[config.mk]
export PLATFORM = sky130hd
export DESIGN_NAME = vidram_arbiter_flat
export DESIGN_NICKNAME = d
export VERILOG_FILES = /design/src/rtl/vidram_arbiter_if.sv /design/src/rtl/vidram_arbiter.sv /design/src/flat_wrapper.sv
export SDC_FILE = /design/constraint.sdc
export NUM_CORES = 1
export LEC_CHECK = 0
export CAP_MARGIN = 10
export CORE_AREA = 2 2 115 117
export DETAILED_ROUTE_END_ITERATION = 10
export DIE_AREA = 0 0 117 119
export HOLD_SLACK_MARGIN = 0.06
export PLACE_DENSITY = 0.59
export SYNTH_ARGS = -nofsm -noshare
export SYNTH_HDL_FRONTEND = slang
export SYNTH_SLANG_ARGS = --single-unit
[constraint.sdc]
create_clock -name CLK -period 5.62 [get_ports CLK]
set_input_delay 1.124 -clock CLK [delete_from_list [all_inputs] [get_ports CLK]]
set_output_delay 1.124 -clock CLK [all_outputs]
set_load 0.01 [all_outputs]
[src/rtl/vidram_arbiter_if.sv]
// vidram_arbiter_if
// Bundles the three sides of the video SRAM arbiter into one port:
//   scan_*  : VGA scan reader (gate, address in; registered data, miss flag out)
//   cli_*   : drawing client command/response handshake
//   sram_*  : registered SRAM pin-driver bus
// Modports:
//   slave   : the arbiter itself
//   master  : everything around it (VGA controller, drawing FSM, pin driver)
interface vidram_arbiter_if #(
   parameter int ADDR_W = 18,
   parameter int DATA_W = 16
);
   logic              scan_gate;
   logic [ADDR_W-1:0] scan_addr;
   logic [DATA_W-1:0] scan_data;
   logic              scan_miss;

   logic              cli_req;
   logic              cli_we;
   logic              cli_rmw;
   logic [ADDR_W-1:0] cli_addr;
   logic [DATA_W-1:0] cli_wdata;
   logic [DATA_W-1:0] cli_mask;
   logic              cli_gnt;
   logic              cli_rvalid;
   logic [DATA_W-1:0] cli_rdata;
   logic              cli_done;

   logic [ADDR_W-1:0] sram_addr;
   logic [DATA_W-1:0] sram_dout;
   logic              sram_doe;
   logic [DATA_W-1:0] sram_din;
   logic              sram_cen;
   logic              sram_oen;
   logic              sram_wen;

   modport slave (
      input  scan_gate, scan_addr,
      input  cli_req, cli_we, cli_rmw, cli_addr, cli_wdata, cli_mask,
      input  sram_din,
      output scan_data, scan_miss,
      output cli_gnt, cli_rvalid, cli_rdata, cli_done,
      output sram_addr, sram_dout, sram_doe, sram_cen, sram_oen, sram_wen
   );

   modport master (
      output scan_gate, scan_addr,
      output cli_req, cli_we, cli_rmw, cli_addr, cli_wdata, cli_mask,
      output sram_din,
      input  scan_data, scan_miss,
      input  cli_gnt, cli_rvalid, cli_rdata, cli_done,
      input  sram_addr, sram_dout, sram_doe, sram_cen, sram_oen, sram_wen
   );
endinterface

[src/rtl/vidram_arbiter.sv]
// vidram_arbiter
// Single bus master for the 16-bit single-port video SRAM. The VGA scan
// reader owns the SRAM while scan_gate is high (one word per cycle); the
// drawing client gets reads, writes and, when VIDRAM_ARB_RMW_EN is defined,
// atomic read-merge-writes outside the fetch window. A started client
// transaction always runs to completion; scan_gate arriving meanwhile only
// raises scan_miss.
// Ports:
//   CLK     system clock
//   RST     asynchronous, active-high reset
//   bus     vidram_arbiter_if.slave (scan, client and SRAM pin signals)
// Parameters: ADDR_W, DATA_W, WR_CYCLES (cycles WEN held low, >= 1)
// Build option: VIDRAM_ARB_RMW_EN enables the cli_rmw / cli_mask path;
// without it requests decode on cli_we only.
//
// state       | meaning
// ------------+---------------------------------------------------------
// S_IDLE      | bus released (cen=1); scan wins, else client is granted
// S_SCAN      | streaming scan reads, one address per cycle
// S_RD_ADDR   | client read address on pins, oen=0
// S_RD_LATCH  | cli_rdata valid (rvalid pulse); rmw merges write word
// S_WR_SETUP  | address/data/doe stable ahead of the strobe
// S_WR_STROBE | wen=0 for WR_CYCLES cycles (down-counter)
// S_WR_HOLD   | wen released, data still driven, cli_done pulse
// S_TURN      | doe off, one quiet bus cycle before anything new
module vidram_arbiter #(
   parameter int ADDR_W    = 18,
   parameter int DATA_W    = 16,
   parameter int WR_CYCLES = 2
) (
   input logic            CLK,
   input logic            RST,
   vidram_arbiter_if.slave bus
);

   localparam int CNT_W = (WR_CYCLES > 1) ? $clog2(WR_CYCLES) : 1;

   typedef enum logic [2:0] {
      S_IDLE,
      S_SCAN,
      S_RD_ADDR,
      S_RD_LATCH,
      S_WR_SETUP,
      S_WR_STROBE,
      S_WR_HOLD,
      S_TURN
   } state_t;

   state_t           state;
   logic [CNT_W-1:0] wr_cnt;
   logic             req_wr;

`ifdef VIDRAM_ARB_RMW_EN
   logic              op_rmw;
   logic [DATA_W-1:0] wdata_q;
   logic [DATA_W-1:0] mask_q;
   logic              req_rmw;

   // rmw outranks we: an rmw request always takes the read-first path
   assign req_rmw = bus.cli_rmw;
   assign req_wr  = bus.cli_we & ~bus.cli_rmw;
`else
   logic unused_rmw_inputs;

   assign unused_rmw_inputs = bus.cli_rmw ^ (^bus.cli_mask);
   assign req_wr            = bus.cli_we;
`endif

   // Grant is only possible from IDLE with the scan window closed, so the
   // command is consumed on the same edge the state leaves IDLE.
   assign bus.cli_gnt   = ~RST & (state == S_IDLE) & ~bus.scan_gate & bus.cli_req;
   assign bus.scan_miss = ~RST & bus.scan_gate & (state != S_SCAN);

   always_ff @(posedge CLK or posedge RST) begin
      if (RST) begin
         state          <= S_IDLE;
         wr_cnt         <= '0;
         bus.sram_addr  <= '0;
         bus.sram_dout  <= '0;
         bus.sram_doe   <= 1'b0;
         bus.sram_cen   <= 1'b1;
         bus.sram_oen   <= 1'b1;
         bus.sram_wen   <= 1'b1;
         bus.scan_data  <= '0;
         bus.cli_rdata  <= '0;
         bus.cli_rvalid <= 1'b0;
         bus.cli_done   <= 1'b0;
`ifdef VIDRAM_ARB_RMW_EN
         op_rmw         <= 1'b0;
         wdata_q        <= '0;
         mask_q         <= '0;
`endif
      end else begin
         bus.cli_rvalid <= 1'b0;
         bus.cli_done   <= 1'b0;

         case (state)
            S_IDLE: begin
               if (bus.scan_gate) begin
                  state         <= S_SCAN;
                  bus.sram_addr <= bus.scan_addr;
                  bus.sram_cen  <= 1'b0;
                  bus.sram_oen  <= 1'b0;
               end else if (bus.cli_req) begin
                  bus.sram_addr <= bus.cli_addr;
                  bus.sram_cen  <= 1'b0;
`ifdef VIDRAM_ARB_RMW_EN
                  op_rmw        <= req_rmw;
                  wdata_q       <= bus.cli_wdata;
                  mask_q        <= bus.cli_mask;
`endif
                  if (req_wr) begin
                     state         <= S_WR_SETUP;
                     bus.sram_dout <= bus.cli_wdata;
                     bus.sram_doe  <= 1'b1;
                     bus.sram_oen  <= 1'b1;
                  end else begin
                     state        <= S_RD_ADDR;
                     bus.sram_oen <= 1'b0;
                  end
               end
            end

            S_SCAN: begin
               // Capture also on the exit cycle so the last presented
               // address still lands in scan_data.
               bus.scan_data <= bus.sram_din;
               if (bus.scan_gate) begin
                  bus.sram_addr <= bus.scan_addr;
               end else begin
                  state        <= S_IDLE;
                  bus.sram_cen <= 1'b1;
                  bus.sram_oen <= 1'b1;
               end
            end

            S_RD_ADDR: begin
               bus.cli_rdata  <= bus.sram_din;
               bus.cli_rvalid <= 1'b1;
               // Output drive off a cycle early so an rmw can turn the bus
               // straight into a write without overlap.
               bus.sram_oen   <= 1'b1;
               state          <= S_RD_LATCH;
            end

            S_RD_LATCH: begin
`ifdef VIDRAM_ARB_RMW_EN
               if (op_rmw) begin
                  bus.sram_dout <= (bus.cli_rdata & ~mask_q) | (wdata_q & mask_q);
                  bus.sram_doe  <= 1'b1;
                  state         <= S_WR_SETUP;
               end else begin
                  bus.sram_cen <= 1'b1;
                  state        <= S_IDLE;
               end
`else
               bus.sram_cen <= 1'b1;
               state        <= S_IDLE;
`endif
            end

            S_WR_SETUP: begin
               bus.sram_wen <= 1'b0;
               wr_cnt       <= CNT_W'(WR_CYCLES - 1);
               state        <= S_WR_STROBE;
            end

            S_WR_STROBE: begin
               if (wr_cnt == '0) begin
                  bus.sram_wen <= 1'b1;
                  bus.cli_done <= 1'b1;
                  state        <= S_WR_HOLD;
               end else begin
                  wr_cnt <= wr_cnt - 1'b1;
               end
            end

            S_WR_HOLD: begin
               bus.sram_doe <= 1'b0;
               state        <= S_TURN;
            end

            S_TURN: begin
               bus.sram_cen <= 1'b1;
               state        <= S_IDLE;
            end

            default: begin
               state        <= S_IDLE;
               bus.sram_cen <= 1'b1;
               bus.sram_oen <= 1'b1;
               bus.sram_wen <= 1'b1;
               bus.sram_doe <= 1'b0;
            end
         endcase
      end
   end

endmodule

[src/flat_wrapper.sv]
// flat-port wrapper written by rule: the top's interface ports become plain ports
module vidram_arbiter_flat 
#(
   parameter int ADDR_W    = 18,
   parameter int DATA_W    = 16,
   parameter int WR_CYCLES = 2
)
  (CLK, RST, bus_scan_gate, bus_scan_addr, bus_cli_req, bus_cli_we, bus_cli_rmw, bus_cli_addr, bus_cli_wdata, bus_cli_mask, bus_sram_din, bus_scan_data, bus_scan_miss, bus_cli_gnt, bus_cli_rvalid, bus_cli_rdata, bus_cli_done, bus_sram_addr, bus_sram_dout, bus_sram_doe, bus_sram_cen, bus_sram_oen, bus_sram_wen);
  vidram_arbiter_if #(.ADDR_W(ADDR_W), .DATA_W(DATA_W)) bus_i ();
  input logic CLK;
  input logic RST;
  input wire logic [$bits(bus_i.scan_gate)-1:0] bus_scan_gate;
  input wire logic [$bits(bus_i.scan_addr)-1:0] bus_scan_addr;
  input wire logic [$bits(bus_i.cli_req)-1:0] bus_cli_req;
  input wire logic [$bits(bus_i.cli_we)-1:0] bus_cli_we;
  input wire logic [$bits(bus_i.cli_rmw)-1:0] bus_cli_rmw;
  input wire logic [$bits(bus_i.cli_addr)-1:0] bus_cli_addr;
  input wire logic [$bits(bus_i.cli_wdata)-1:0] bus_cli_wdata;
  input wire logic [$bits(bus_i.cli_mask)-1:0] bus_cli_mask;
  input wire logic [$bits(bus_i.sram_din)-1:0] bus_sram_din;
  output wire logic [$bits(bus_i.scan_data)-1:0] bus_scan_data;
  output wire logic [$bits(bus_i.scan_miss)-1:0] bus_scan_miss;
  output wire logic [$bits(bus_i.cli_gnt)-1:0] bus_cli_gnt;
  output wire logic [$bits(bus_i.cli_rvalid)-1:0] bus_cli_rvalid;
  output wire logic [$bits(bus_i.cli_rdata)-1:0] bus_cli_rdata;
  output wire logic [$bits(bus_i.cli_done)-1:0] bus_cli_done;
  output wire logic [$bits(bus_i.sram_addr)-1:0] bus_sram_addr;
  output wire logic [$bits(bus_i.sram_dout)-1:0] bus_sram_dout;
  output wire logic [$bits(bus_i.sram_doe)-1:0] bus_sram_doe;
  output wire logic [$bits(bus_i.sram_cen)-1:0] bus_sram_cen;
  output wire logic [$bits(bus_i.sram_oen)-1:0] bus_sram_oen;
  output wire logic [$bits(bus_i.sram_wen)-1:0] bus_sram_wen;
  assign bus_i.scan_gate = bus_scan_gate;
  assign bus_i.scan_addr = bus_scan_addr;
  assign bus_i.cli_req = bus_cli_req;
  assign bus_i.cli_we = bus_cli_we;
  assign bus_i.cli_rmw = bus_cli_rmw;
  assign bus_i.cli_addr = bus_cli_addr;
  assign bus_i.cli_wdata = bus_cli_wdata;
  assign bus_i.cli_mask = bus_cli_mask;
  assign bus_i.sram_din = bus_sram_din;
  assign bus_scan_data = bus_i.scan_data;
  assign bus_scan_miss = bus_i.scan_miss;
  assign bus_cli_gnt = bus_i.cli_gnt;
  assign bus_cli_rvalid = bus_i.cli_rvalid;
  assign bus_cli_rdata = bus_i.cli_rdata;
  assign bus_cli_done = bus_i.cli_done;
  assign bus_sram_addr = bus_i.sram_addr;
  assign bus_sram_dout = bus_i.sram_dout;
  assign bus_sram_doe = bus_i.sram_doe;
  assign bus_sram_cen = bus_i.sram_cen;
  assign bus_sram_oen = bus_i.sram_oen;
  assign bus_sram_wen = bus_i.sram_wen;
  vidram_arbiter #(.ADDR_W(ADDR_W), .DATA_W(DATA_W), .WR_CYCLES(WR_CYCLES)) u_core (.CLK(CLK), .RST(RST), .bus(bus_i));
endmodule
Yosys cells after proc, flatten, opt, wreduce, memory -nomap -nowiden
Index checks and enable logic that the tools add are counted.

word-level totals
  register bits after elaboration = 76
  logic and storage cells = 78

operators by class
  add/subtract/negate cells = 1
  equal/unequal tests = 15
  muxes and demuxes = 29
  bitwise logic cells = 7
  reductions and logical operators = 14

operators with widths
  cell                                                                     number
  18-bit two-way mux                                                       3
  18-bit case mux with 2 select lines                                      1
  3-bit case mux with 7 select lines                                       1
  3-bit two-way mux                                                        5
  1-bit two-way mux                                                        14
  3-bit equality test, second input constant                               4
  2-bit inequality test, second input constant                             6
  3-bit AND reduction                                                      4
  4-bit AND reduction                                                      2
  3-bit by 2-bit equality test with 1-bit output, second input constant    2
  1-bit case mux with 2 select lines                                       3
  1-bit case mux with 3 select lines                                       2
  2-bit nonzero test                                                       3
  3-bit nonzero test                                                       2
  1-bit bitwise AND                                                        5
  3-bit by 1-bit equality test with 1-bit output, second input constant    1
  3-bit zero test                                                          1
  3-bit by 1-bit inequality test with 1-bit output, second input constant  1
  3-bit inequality test, second input constant                             1
  1-bit NOT                                                                2
  2-bit AND reduction                                                      1
  2-bit OR reduction                                                       1
  1-bit subtractor, second input constant                                  1

Logic depth before layout (Yosys ltp)
  word-level depth = 4
  depth in mapped cells = 6
  gate-level depth less buffers = 3

Least setup slack after synthesis
No wires, ideal clock.

  path type = input port to output port
  from = in bus_scan_gate
  to = out bus_cli_gnt
  data arrival time = 2.121 ns
  data required time = 4.496 ns
  path slack = 2.375 ns
  stages = 5
  cell sequence = buf_6 or3b_1 buf_6 buf_6 nor3_1

on the way
  word-level cells in the longest chain between the ends = 3

ends and longest elaborated chain
  item                             line                  RTL
  from (decl)                      flat_wrapper.sv:12    input wire logic [$bits(bus_i.scan_gate)-1:0] bus_scan_gate;
  1-bit NOT                        vidram_arbiter.sv:71  assign bus.cli_gnt = ~RST & (state == S_IDLE) & ~bus.scan_gate & bus.cli_req;
  1-bit bitwise AND (2 in series)  vidram_arbiter.sv:71
  to (decl)                        flat_wrapper.sv:23    output wire logic [$bits(bus_i.cli_gnt)-1:0] bus_cli_gnt;

No other way between the ends.

Worst setup path after layout
Same ends and word-level chain as after synthesis.

==> summary.md <==
| Metric | Value |
|---|---|
| Core Rows | 42 |
| HP Class | flop to flop |
| CP top delay family | buffers and inverters |
| DRC errors left | 0 |
| Clock sink count | 76 |
| DRT Wirelength | 8.17 mm |
| Post-CTS sizing | 0 |
| CP startpoint | bus_scan_gate |
| CTS Hold Bufs | 0 |
| Main area contributors after synthesis | dfrtp_1 59%, mux2_2 17%, o221a_2 6.5% |
| Initial core utilization | 24.2% |
| Outcome | complete, no violations |
| Area growth syn-to-layout | 59.8% |
| Synth top area share | between 50% and 60% |
| Post-CTS setup buffers | 0 |
| Syn_nets | slightly above 300 |
| WL met2 | about 3.6 mm |
| Critical path, cell by cell | clkdlybuf4s50_1 > or3b_1 > nor3_1 > clkdlybuf4s50_1 |
| Core area | 12900 µm² |
| Vias in the first global route | 2557 |
| Post-route setup slack | around 1.3 ns |
| Final net count | 450 |
| CTS root buf | clkbuf_16 |
| Compound-Gate Fraction of Synth Area | 9.72% |
| Vias | approximately 2400 |
| Wire per inst | 15.1 µm |
| Max Fclk | 0.233 GHz |
| CP Max Fanout | 19 |
| Worst hold path depth | 1 |
| Number of top-level pins | between 150 and 200 |
| Total CTS buffers | 9 |
| RSZ-0062 raised after global routing | no |
| P per Cell Area | 565 nW/µm² |
| Minimum clock period | 4.30 ns |
| DRT Pass-1 Iters | 4 |
| CP required | 4.50 ns |
| Clock latency on the worst-skew pair | 0.33 ns |
| Crit path largest cell delay | 0.69 ns |
| Max_slew headroom | 34.9% |
| Largest net degree at the start of global routing | 53 |
| Hold Path Origin | u_core.wr_cnt$_DFFE_PP0P_ |
| Crit-path most repeated cell | clkdlybuf4s50_1 |
| Dpl hpwl | 5.69 mm |
| CTS Buffer Depth | 2 |
| Multiplexer share of the synthesized area | 17.3% |
| Slowest cell on the critical path | or3b_1 |
| Fin crit share | roughly 77% |
| XOR/XNOR Fraction of Synth Area | 0% |
| Startpoint Class | input pin |
| Synth Area in Adders | 0% |
| Tightest Pin Transition | 0.973 ns |
| Gpl congestion | 0.711 |
| CTS clk-pin slew, worst paths | roughly 0.06 ns |
| Largest family of logic cells by synthesized area | multiplexers |
| Initial DRC Count | 57 |
| Post-Synth Simple-Gate Area | between 8 and 9% |
| Area of the mapped netlist | 3120 µm² |
| Max IR drop VDD | 203 µV |
| Die boundary width | 117 µm |
| Syn Area/Cell | 14.5 µm² |
| Layout cells sized above 1 | 24.4% |
| Vias per Instance | 4.35 |
| Yosys top cell by area | dfrtp_1 |
| Initial antenna violation count | 0 |
| CTS H-tree depth | 3 |
| Yosys cell types | 32 |
| Top sig layer | met4 |
| Setup TNS | 0 ns |
| ANT cells | 0 |
| Worst slack at placement | between 1 and 1.5 ns |
| Max cap viols | 0 |
| Crit path arrival time | 3.18 ns |
| WP depth | 4 |
| Crit path buffers/inverters | 2 |
| Setup Skew | 0.00517 ns |
| Gate Count Post-Synth | 215 |
| FF-to-FF path depth | 3 |
| Critical Path Sink Type | output port |
| # setup viols final | 0 |
| Critical R2R Launch | u_core.state[0]$_DFFE_PP0P_ |
| Sequential-to-total area share from yosys stat | 61.2% |
| Final Hold Violating Endpoints | 0 |
| Ys Warns | 0 |
| ANT nets after route | 0 |
| Total GRT Usage | 12.1% |
| Total gr overflow | 0 |
| Met3 wire length | 823 µm |
| First-pass GRT wire length | 12.8 mm |
| Met1 wire length | approximately 3.5 mm |
| Die height | 119 µm |
| #FFs+latches synth | 76 |
| I/O Buffers | 146 |
| Static leakage | 1.96 nW |
| Die Area | 13900 µm² |
| Pins Over Slew Limit | 0 |
| CTS tree | yes |
| CP Class | input pin to output port |
## layer usage
metal | GRT usage [%] | up-vias
met1 | 14.7 | 1155
met4 | 6.18 | 0
li1 | - | 1088
met2 | 18.6 | 100
met3 | 4.63 | 12
met5 | 0 | -
## sequential cells by signal (all words and copies together), names as in the netlist
name and count:
u_core.bus.cli_done 1, u_core.bus.cli_rdata 16, u_core.bus.cli_rvalid 1, u_core.bus.scan_data 16, u_core.bus.sram_addr 18, u_core.bus.sram_cen 1
u_core.bus.sram_doe 1, u_core.bus.sram_dout 16, u_core.bus.sram_oen 1, u_core.bus.sram_wen 1, u_core.state 3, u_core.wr_cnt 1
## cell usage after synthesis
master    count
o21ai_0       1
nand2_2       1
nor3_1        2
a32oi_1       1
buf_4         3
clkbuf_1      3
dfrtp_1      73
o32a_1        1
o221a_2      18
nor2b_1       2
mux2_2       48
dfstp_2       3
or2_2         1
nand2b_1      2
o32ai_1       1
buf_6         4
nor3_4        1
or3_1        18
a21oi_1       4
a211oi_1      1
and4bb_2      1
a22o_1        1
nor3b_1       1
nand2_1       3
o22a_1        1
o21a_1        2
o21bai_1      1
nor3_2        1
inv_1         4
or3b_1        1
nor2_1        7
buf_2         4
## logic make-up after synthesis
family          count (synthesis)
flops                          76
mux                            48
simple gates                   41
compound gates                 32
buf+inv                        18
## cells in the final DEF, fill, tap and decap left out, drive strengths merged, types with 2 or more instances in the layout
cell type        n
clkdlybuf4s50  146
dfrtp           73
mux2            48
or3             18
o221a           18
clkbuf          14
nor2             7
a21oi            4
nand2            4
nor3             4
inv              3
clkinv           3
dfstp            3
nor2b            2
o21a             2
nand2b           2
buf              2
## through the flow
stage / hold slack, ns / utilization (%) / cells / power, mW / instance area, µm²
finish: 0.497 / 38.7 / 541 / 2.81 / 4980
global route: 0.520 / 38.7 / 541 / 3.00 / 4980
CTS: 0.503 / 38.7 / 541 / 2.87 / 4980
detailed placement: 0.491 / 36.6 / 525 / 2.32 / 4710
global placement: 0.486 / 36.6 / 525 / 2.30 / 4710
floorplan: 0.455 / - / 215 / 1.65 / 3120
## where the power goes
group / leakage (nW) / switching [mW] / internal [mW]
clock network: 0.131 / 0.208 / 0.310
logic: 0.939 / 0.503 / 0.792
registers: 0.890 / 0.170 / 0.830
total: 1.96 / 0.881 / 1.93
## final timing paths
path,endpoint,slack (ns)
worst max-delay path,bus_cli_gnt,1.32
worst min-delay path,u_core.bus.cli_done$_DFF_PP0_,0.50
worst max register to register,u_core.bus.scan_data[10]$_DFFE_PP0N_,3.52
worst min register to register,u_core.bus.cli_done$_DFF_PP0_,0.50
max in group asynchronous,u_core.bus.sram_addr[8]$_DFFE_PP0P_,3.41
min in group asynchronous,u_core.bus.sram_addr[14]$_DFFE_PP0P_,1.20
## cell type report
type / instances / area, µm²
clock buffer: 14 / 254
clock inverter: 2 / 10.0
multi-input combinational: 121 / 1100
sequential: 76 / 1910
tap: 176 / 220
timing repair buffer: 148 / 1480
fill: 1266 / 7900
inverter: 4 / 16.3
Note: power is estimated with default switching activity, not from simulation.
